[src/rtl/shift_add_multiplier.sv]
// ============================================================================
// shift_add_multiplier
//   Sequential unsigned shift-and-add multiplier. It retires one multiplier
//   bit per clock and returns a 2*WIDTH-bit product with a one-cycle DONE
//   pulse.
//
//   Optional feature: define MULT_EARLY_EXIT_EN to end the run on the edge
//   where the shifted multiplier becomes zero. The product is unchanged; only
//   the latency becomes data-dependent.
//
// Ports
//   CLK    in   1        rising-edge clock
//   RSTN   in   1        asynchronous active-low reset
//   START  in   1        request, accepted only while BUSY=0
//   A      in   WIDTH    multiplicand (unsigned), captured on accept
//   B      in   WIDTH    multiplier (unsigned), captured on accept
//   DO     out  2*WIDTH  product register, holds until next completion
//   BUSY   out  1        multiplication in progress
//   DONE   out  1        one-cycle pulse, DO is new in this cycle
// ============================================================================
module shift_add_multiplier #(
    parameter int unsigned WIDTH = 8
) (
    input  logic                 CLK,
    input  logic                 RSTN,
    input  logic                 START,
    input  logic [WIDTH-1:0]     A,
    input  logic [WIDTH-1:0]     B,
    output logic [2*WIDTH-1:0]   DO,
    output logic                 BUSY,
    output logic                 DONE
);

    localparam int unsigned PW = 2 * WIDTH;
    localparam int unsigned CW = $clog2(WIDTH + 1);

    typedef enum logic {
        S_IDLE = 1'b0,
        S_RUN  = 1'b1
    } state_t;

    state_t             r_state;
    logic [PW-1:0]      r_mcand;
    logic [PW-1:0]      r_acc;
    logic [WIDTH-1:0]   r_mplier;
    logic [CW-1:0]      r_cnt;

    logic [PW-1:0]      w_acc_next;
    logic [WIDTH-1:0]   w_mplier_next;
    logic               w_last;

    // Partial-product add for the current multiplier LSB
    assign w_acc_next    = r_mplier[0] ? (r_acc + r_mcand) : r_acc;
    assign w_mplier_next = r_mplier >> 1;

`ifdef MULT_EARLY_EXIT_EN
    // Stop once no set bits remain; the counter still bounds the run
    assign w_last = (r_cnt == CW'(1)) || (w_mplier_next == '0);
`else
    assign w_last = (r_cnt == CW'(1));
`endif

    // Control FSM and datapath registers
    always_ff @(posedge CLK or negedge RSTN) begin
        if (!RSTN) begin
            r_state  <= S_IDLE;
            r_mcand  <= '0;
            r_acc    <= '0;
            r_mplier <= '0;
            r_cnt    <= '0;
            DO       <= '0;
            BUSY     <= 1'b0;
            DONE     <= 1'b0;
        end else begin
            DONE <= 1'b0;
            case (r_state)
                S_IDLE: begin
                    if (START) begin
                        r_mcand  <= PW'(A);
                        r_mplier <= B;
                        r_acc    <= '0;
                        r_cnt    <= CW'(WIDTH);
                        BUSY     <= 1'b1;
                        r_state  <= S_RUN;
                    end
                end
                S_RUN: begin
                    r_acc    <= w_acc_next;
                    r_mcand  <= r_mcand << 1;
                    r_mplier <= w_mplier_next;
                    r_cnt    <= r_cnt - CW'(1);
                    if (w_last) begin
                        DO      <= w_acc_next;
                        DONE    <= 1'b1;
                        BUSY    <= 1'b0;
                        r_state <= S_IDLE;
                    end
                end
                default: begin
                    r_state <= S_IDLE;
                    BUSY    <= 1'b0;
                end
            endcase
        end
    end

endmodule

[config.mk]
export PLATFORM = sky130hd
export DESIGN_NAME = shift_add_multiplier
export DESIGN_NICKNAME = d
export VERILOG_FILES = /design/src/rtl/shift_add_multiplier.sv
export SDC_FILE = /design/constraint.sdc
export NUM_CORES = 1
export LEC_CHECK = 0
export CELL_PAD_IN_SITES_DETAIL_PLACEMENT = 0
export CELL_PAD_IN_SITES_GLOBAL_PLACEMENT = 1
export CORE_UTILIZATION = 40
export DETAILED_ROUTE_END_ITERATION = 12
export GPL_TIMING_DRIVEN = 0
export PLACE_DENSITY = 0.78
export REMOVE_ABC_BUFFERS = 1
export SETUP_SLACK_MARGIN = 0.5
export SYNTH_ARGS = -nofsm -noshare
export SYNTH_HDL_FRONTEND = slang
export SYNTH_SLANG_ARGS = --single-unit
export TNS_END_PERCENT = 5
[constraint.sdc]
create_clock -name CLK -period 4.8 [get_ports CLK]
set_input_delay 0.72 -clock CLK [delete_from_list [all_inputs] [get_ports CLK]]
set_output_delay 0.72 -clock CLK [all_outputs]
set_load 0.05 [all_outputs]
==> metrics, run 1 <==
number of CTS-inserted buffers 9; Root Driver clkbuf_8; port bufs 36; Worst VDD drop 233.6 µV; min-delay worst type in -> async; clk sinks 63; top cells by area, synth dfrtp_1 46%, mux2i_1 7.0%, nand2_1 6.7%; DR WL/cell 15.00 µm; post-synthesis sequential area ratio 45.88%; CP max FO 49; Final Non-Filler Cells 490; most frequent cells in the layout 62 x dfrtp_1, 61 x nand2_1, 45 x o21ai_0; clk buf depth 2; Core ar. 0.008258 mm²; cell count after synthesis 353; post-synthesis simple-gate area fraction 12.35%; min cycle time layout 3432 ps; Reg clk slew, reported paths 70 ps; CTS tree yes; Total GRT Usage 18.30%; layout cells sized above 1 9.091%; fmax 291.4 MHz; Die Width 94.68 µm; status complete, no violations; Final ANT Viol Nets 0; # hold bufs at CTS 0; R2R setup slack 1370 ps; synthesized area 0.003436 mm²; Synth area leader dfrtp_1; CP Class reg -> reg; Residual DRC 0; fill cell count 805; setup violators final 0; first-pass GRT wire length 12500 µm; top cell type's share of synthesized area 45.88%; placed insts 474; initial core utilization 41.61%; Die H 94.68 µm; die area 0.008964 mm²; Total Nets Final 417; #FFs+latches synth 63; Clk Latency, worst-skew pair 340 ps; Post-CTS Setup Bufs 0; synth unique cells 48; XOR/XNOR share of the synthesized area 3.569%; final WL 7348 µm; vias in the first global route 2559; Via-to-Cell Ratio 5.435; Synthesis Warnings 0; Cell Pwr Density 671.0 mW/mm²; largest family of logic cells by synthesized area compound AO/OA/AOI/OAI gates; DR pass1 iterations 4; Syn Area/Cell 9.733 µm²; ant diodes 0; Vias 2663; adder-cell area share of the yosys netlist 6.773%; Rel. slew slack 32.56%; fin crit share 71.50%; HPWL after detailed placement 4740 µm; crit path launch type register; initial antenna violation count 0; RSZ-0062 raised after global routing false; Crit path required time 5030 ps; total power 2.676 mW; compound-cell area share of the yosys netlist 20.25%; post-CTS sizing 0; mux cell area share after synthesis 7.647%; routability cong. 0.8367; htree depth 3; gr ovfl total 0; skew final 11.83 ps; crit end category register; largest net degree at the start of global routing 64; Hold Violations, Final 0; drt initial violations 108; area grow syn2layout 16.06%; Fin Setup TNS 0 ps; # Max-Cap Violations 0; P_leak 1.837 nW; Slew @ Worst Pin 1012 ps; Row Count 33; fin util 48.29%; commonest non-fill, non-tap cell in the layout dfrtp_1; Ports 37; CP arrival 3660 ps; max-slew violation count 0
-- metrics by stage --
step / setup WS [ps] / hold WS [ps] / area, µm²
6_report: 1368 / 479.0 / 3988
5_1_grt: 1062 / 510.0 / 3988
4_1_cts: 695.4 / 484.5 / 3986
3_5_place_dp: 694.1 / 462.6 / 3829
3_3_place_gp: 706.9 / 460.5 / 3836
2_1_floorplan: 1793 / 424.4 / 3344
-- cells by family after synthesis --
logic type | Yosys count
muxes | 26
adders and majority gates | 18
buffers and inverters | 28
xor gates and xnor gates | 14
AOI/OAI and AO/OA | 105
and+or+nand+nor | 99
DFF | 63
-- state kept, by name, summed over array words and instances, names as in the netlist --
register  cells
BUSY          1
r_mcand      16
r_mplier      8
r_state       1
r_acc        16
DO           16
r_cnt         4
DONE          1
-- cell usage after synthesis, drive strengths merged --
cell type and count:
clkinv 1, a2111o 1, a31o 5, mux2i 24, clkbuf 16, xnor2 11, o22ai 4, inv 7
a22oi 2, a31oi 7, o21ai 47, nor2 16, o221a 2, fa 1, a22o 6, a211oi 2
or2 2, a311oi 1, nand2 61, or3 2, nand4 3, o211a 1, xor2 3, a21oi 14
dfrtp 63, o21bai 1, a2bb2oi 1, nor3 3, ha 17, o211ai 2, buf 4, and3 1
nand3 7, or4b 1, o221ai 1, a221o 1, mux2 2, a21o 7, nand2b 1, nor4b 2
-- layout make-up --
type / instances / area, µm² / area share (%)
Clock buffer: 12 / 135.1 / 3.389
Clock inverter: 4 / 22.52 / 0.5648
Timing Repair Buffer: 36 / 352.8 / 8.848
Inverter: 8 / 30.03 / 0.7531
Multi-Input combinational cell: 262 / 1738 / 43.58
Sequential cell: 63 / 1578 / 39.57
Tap cell: 105 / 131.4 / 3.295
-- worst max-delay path, cell delays in order (launching register included) --
cell and delay (ps):
dfrtp_2 870, inv_2 480, or4b_1 1040, inv_1 460
nand2_1 160, o221a_2 310
-- worst paths after layout --
path	from	to	cells after the start
worst max register to register	r_state	DO[13]	5
min in group CLK	DO[8]	DO[8]	2
worst min register to register	DO[8]	DO[8]	2
worst min-delay path	RSTN	DO[8]	1
worst max-delay path	r_state	DO[13]	5
max in group asynchronous	RSTN	r_state	1
-- layer usage --
metal  up-vias  GRT usage, %  wire (µm)
met1      1274         23.70       3433
li1       1313             -          -
met2        70         29.86       3508
met3         6         5.475        353
met5         -             0          0
met4         0         4.545         53
-- report_power, final --
| group | total (mW) | leakage (nW) | internal, mW | switching [mW] |
|---|---|---|---|---|
| clock | 0.393 | 0.0801 | 0.185 | 0.208 |
| combinational | 1.31 | 0.943 | 0.542 | 0.768 |
| sequential | 0.972 | 0.814 | 0.741 | 0.231 |
| total | 2.68 | 1.84 | 1.47 | 1.21 |
No activity file was read; power rests on OpenSTA's default activity.
==> run 2, diff against run 1 <==
--- a/config.mk
+++ b/config.mk
@@ -10,7 +10,7 @@
 export CORE_UTILIZATION = 40
 export DETAILED_ROUTE_END_ITERATION = 12
 export GPL_TIMING_DRIVEN = 0
-export PLACE_DENSITY = 0.78
+export PLACE_DENSITY = 0.8
 export REMOVE_ABC_BUFFERS = 1
 export SETUP_SLACK_MARGIN = 0.5
 export SYNTH_ARGS = -nofsm -noshare
==> constraint.sdc (replaced) <==
create_clock -name CLK -period 2.81 [get_ports CLK]
set_input_delay 0.4215 -clock CLK [delete_from_list [all_inputs] [get_ports CLK]]
set_output_delay 0.4215 -clock CLK [all_outputs]
set_load 0.05 [all_outputs]
==> run 2 against run 1 <==
Net effect:
- critical path depth is 3 higher
- global-route usage is 0.90 points higher
- setup slack worse by 840 ps
- maximum frequency is 51% higher
- via count is 0.38% higher
- largest power group unchanged
- flip-flop and latch count stayed put
- worst hold slack worse by 340 ps
- critical path type unchanged
- highest routed layer unchanged
- clock power is 100% higher
- non-clock buffer count is 9 higher
==> metrics, run 2 (synthesis results as in run 1) <==
status complete, no violations; crit-path cells ha_4 -> fa_2 -> a21oi_4 -> o221ai_4 -> a2111o_1 -> a31oi_4 -> xnor2_2 -> a22o_1; DP Area 0.003829 mm²; skew final 8.725 ps; Clk Latency, worst-skew pair 350 ps; Buf+Inv Stages, Crit Path 0; Post-Place Worst Slack -1272 ps; P_leak 1.910 nW; setup violators final 0; vias in the first global route 2713; number of CTS-inserted buffers 9; Crit-path slowest cell dfrtp_1; Via-to-Cell Ratio 5.357; CP arrival 2520 ps; first-pass GRT wire length 13080 µm; DR pass1 iterations 4; final WL 7698 µm; min-delay worst type in -> async; ant diodes 0; area taken by multi-input logic gates 0.001795 mm²; Core ar. 0.008258 mm²; crit path launch type register; Total Nets Final 426; fill cell count 782; drt initial violations 106; CTS tree yes; port bufs 36; # Max-Cap Violations 0; area grow syn2layout 21.60%; cell depth of the worst flop-to-flop path 8; max-slew violation count 0; largest stage delay on the critical path 420 ps; Final Cell Area 0.004178 mm²; Residual DRC 0; Final Worst Setup Slack 532.2 ps; Cell Pwr Density 1164 mW/mm²; HPWL after detailed placement 4730 µm; register area 0.001580 mm²; Critical Path Source r_mcand[0]; Ports 37; fmax 439.0 MHz; CP Class reg -> reg; Die H 94.68 µm; Reg clk slew, reported paths 80 ps; Root Driver clkbuf_8; fin crit share 81.06%; routability cong. 0.8124; gr ovfl total 0; Total GRT Usage 19.20%; Final ANT Viol Nets 0; clk buf depth 2; die area 0.008964 mm²; initial antenna violation count 0; clk sinks 63; Crit path required time 3050 ps; largest net degree at the start of global routing 64; Row Count 33; worst hold slack 141.2 ps; Die Width 94.68 µm; Hold Violations, Final 0; most frequent cells in the layout 62 x dfrtp_1, 61 x nand2_1, 45 x o21ai_0; Rel. slew slack 37.24%; RSZ-0062 raised after global routing true; reg2reg end r_acc[12]; R2R setup slack 530 ps; CP max FO 3; crit end category register; Slew @ Worst Pin 941.4 ps; initial core utilization 41.61%; total power 4.862 mW; layout cells sized above 1 13.20%; # hold bufs at CTS 0; DR WL/cell 15.43 µm; min cycle time layout 2278 ps; largest delay contributor family on the critical path compound AO/OA/AOI/OAI gates; Worst R2R Start r_mcand[0]; Vias 2673; commonest non-fill, non-tap cell in the layout dfrtp_1; top flop regs DO x16, r_acc x16, r_mcand x16; Worst VDD drop 363.6 µV; htree depth 3
run 2: cell count changes in the layout (fill, tap and decap cells not counted), sizes merged:
cell / change
buf: +9
bufinv: +1
inv: -1
run 2: routing by layer:
metal | share of wire, % | vias up | global-route usage, %
li1 | - | 1339 | -
met1 | 47 | 1286 | 24.26
met2 | 49 | 39 | 31.65
met3 | 2.7 | 9 | 5.153
met4 | 1.2 | 0 | 6.566
met5 | 0 | - | 0
run 2: layout make-up:
| cell class | instances | area share [%] |
|---|---|---|
| timing repair buffer | 45 | 10.63 |
| sequential | 63 | 37.83 |
| multi-input combinational | 262 | 42.98 |
| inverter | 8 | 0.8685 |
| clock inverter | 4 | 1.078 |
| tap | 105 | 3.145 |
| clock buffer | 12 | 3.474 |
run 2: report_power, final:
part	total, mW	internal, mW	switching, mW
combinational	2.44	1.02	1.43
sequential	1.63	1.27	0.355
clock	0.794	0.430	0.364
total	4.86	2.72	2.15
run 2: how the worst max path moves through the flow:
stage / end / slack (ps) / depth (start not counted)
finish: r_acc[12] / 530 / 8
global route: r_acc[12] / 440 / 8
CTS: r_acc[12] / 480 / 8
detailed placement: DO[13] / -1270 / 5
global placement: DO[14] / -1250 / 5
floorplan: DO[13] / -200 / 5
run 2: stage by stage:
stage | util, % | setup TNS [ps] | std cells
2_1_floorplan | - | -480.5 | 333
3_3_place_gp | 46.45 | -74820 | 474
3_5_place_dp | 46.36 | -16130 | 474
4_1_cts | 49.92 | 0 | 496
5_1_grt | 50.59 | 0 | 499
6_report | 50.59 | 0 | 499
run 2: what timing repair did:
action / in CTS / in global routing
pin swaps: 7 / 10
endpoints found under the setup margin: 42 / 8
setup buffers: 6 / 3
hold endpoints to repair: 0 / 0
gates resized for setup: 9 / 4
run 2: worst register-to-register path, stage by stage (launching register included):
cell      delay [ps]
dfrtp_1          420
ha_4             180
fa_2             370
a21oi_4          170
o221ai_4         130
a2111o_1         400
a31oi_4          200
xnor2_2           80
a22o_1           200
==> patch: new RTL, config.mk and constraints of run 2 <==
Change the parameter `WIDTH` from 8 to 4.
--- a/src/rtl/shift_add_multiplier.sv
+++ b/src/rtl/shift_add_multiplier.sv
@@ -19,7 +19,7 @@
 //   DONE   out  1        one-cycle pulse, DO is new in this cycle
 // ============================================================================
 module shift_add_multiplier #(
-    parameter int unsigned WIDTH = 8
+    parameter int unsigned WIDTH = 4
 ) (
     input  logic                 CLK,
     input  logic                 RSTN,
Interface: changed (resized A, B and DO); port bits go from 37 to 21. No check against the original RTL was run, so the function may have changed too.
==> patch against run 2 <==
- total power is 54% lower
- final area is 48% lower
- critical endpoint is now r_acc[6]
- routed wire length is 53% lower
- synthesized area is 47% lower
- die area is 46% lower
- sequential cell count is 29 lower
- worst setup slack worse by 0.0050 ns
- global-route usage is 2.9 points lower
- worst hold slack better by 0.063 ns
- non-clock buffer count is 20 lower
==> patch: results <==
metrics = {
    "outcome": {
        "status": "finished, final reports clean",
    },
    "clock_tree": {
        "path_clk_slew_ns": 0.07,
        "cts_buffers": 5,
        "clk_latency_ns": 0.28,
        "cts.htree.levels": 2,
    },
    "grt": {
        "grt_pass1_wl_um": 6200,
        "grt_pass1_vias": 1338,
        "grt_max_degree": 43,
        "grt.total_usage_pct": 16.3,
    },
    "final_layout": {
        "layout.nets": 230,
        "reg_top3": "DO: 8 flops, r_acc: 8 flops, r_mcand: 8 flops",
        "drive_gt1_share_pct": 9.09,
    },
    "place": {
        "dp.final_hpwl_um": 2460,
        "io_buffers": 20,
        "gp_congestion": 0.784,
    },
    "routing": {
        "vias": 1427,
        "drt_wl_total_um": 3620,
        "drt_iter0_drc": 103,
    },
    "synthesis": {
        "synth_xor_area_share_pct": 1.92,
        "ys_seq_area_share_pct": 46.7,
        "synth_fa_ha_area_share_pct": 7.28,
        "synth_compound_area_share_pct": 16.3,
        "synth_common_cells": "dfrtp_1, nand2_1, o21ai_0, mux2i_1, ha_1",
        "ys_top_cells_by_area": "dfrtp_1, mux2i_1, nand2_1, ha_1, o21ai_0",
    },
    "timing": {
        "finClkSkew_ns": 0.00672,
        "tightest_slew_ns": 0.852,
    },
    "power_and_ir_drop": {
        "vdd_drop_max_v": 0.000341,
    },
    "worst_setup_path": {
        "ff2ff_path_depth": 7,
        "worstPathArrival_ns": 2.42,
    },
}
==> patch: worst max-delay path, cell delays in order, from the launching register on <==
cell	delay, ns
dfrtp_1	0.40
ha_1	0.24
fa_1	0.44
a211oi_2	0.24
o21bai_1	0.13
mux2i_1	0.14
a2111oi_2	0.40
mux2i_1	0.14
==> patch: kinds of logic after synthesis <==
| family | Yosys count |
|---|---|
| fa+ha+maj | 10 |
| mux | 16 |
| xor+xnor | 4 |
| flops | 34 |
| simple gates | 60 |
| buf+inv | 14 |
| compound gates | 47 |
==> patch: final cells by class <==
class	count	area (um2)
timing repair buffer	25	233
multi-input combinational	137	923
inverter	6	22.5
tap	52	65.1
sequential	34	852
fill	410	2180
clock buffer	7	76.3
==> patch: per-stage QoR <==
step                instances  cell area (um2)  hold slack [ns]  worst slack (ns)
global route              261             2170            0.285             0.372
finish                    261             2170            0.205             0.527
CTS                       256             2120            0.233             0.344
global placement          249             2050            0.461             0.164
floorplan                 177             1790            0.126             0.632
detailed placement        249             2050            0.470            0.0337
==> patch: routing by layer <==
metal | up-vias | GRT usage [%] | wire length, um
li1 | 702 | - | -
met4 | 0 | 7.94 | 55
met5 | - | 0 | 0
met1 | 688 | 20.3 | 1600
met3 | 4 | 4.80 | 151
met2 | 33 | 25.9 | 1820
==> patch: path summary, 6_finish.rpt <==
path | endpoint | start | slack, ns
max in group asynchronous | r_state | RSTN | 2.09
hold / removal | DO[4] | RSTN | 0.20
min in group CLK | DO[1] | DO[1] | 0.48
hold reg to reg | DO[1] | DO[1] | 0.48
setup / recovery | r_acc[6] | r_mcand[0] | 0.53
setup reg to reg | r_acc[6] | r_mcand[0] | 0.53
==> patch: power breakdown <==
part,switching [W],internal (W)
clock,0.000165,0.000170
sequential,0.000225,0.000667
combinational,0.000564,0.000443
==> patch: what timing repair did <==
action | in CTS | in global routing
hold buffers | 0 | 0
gates resized for setup | 1 | 3
pin swaps | 0 | 1
buffers inserted | 0 | 5
setup endpoints to repair | 12 | 3
hold endpoints to repair | 0 | 0
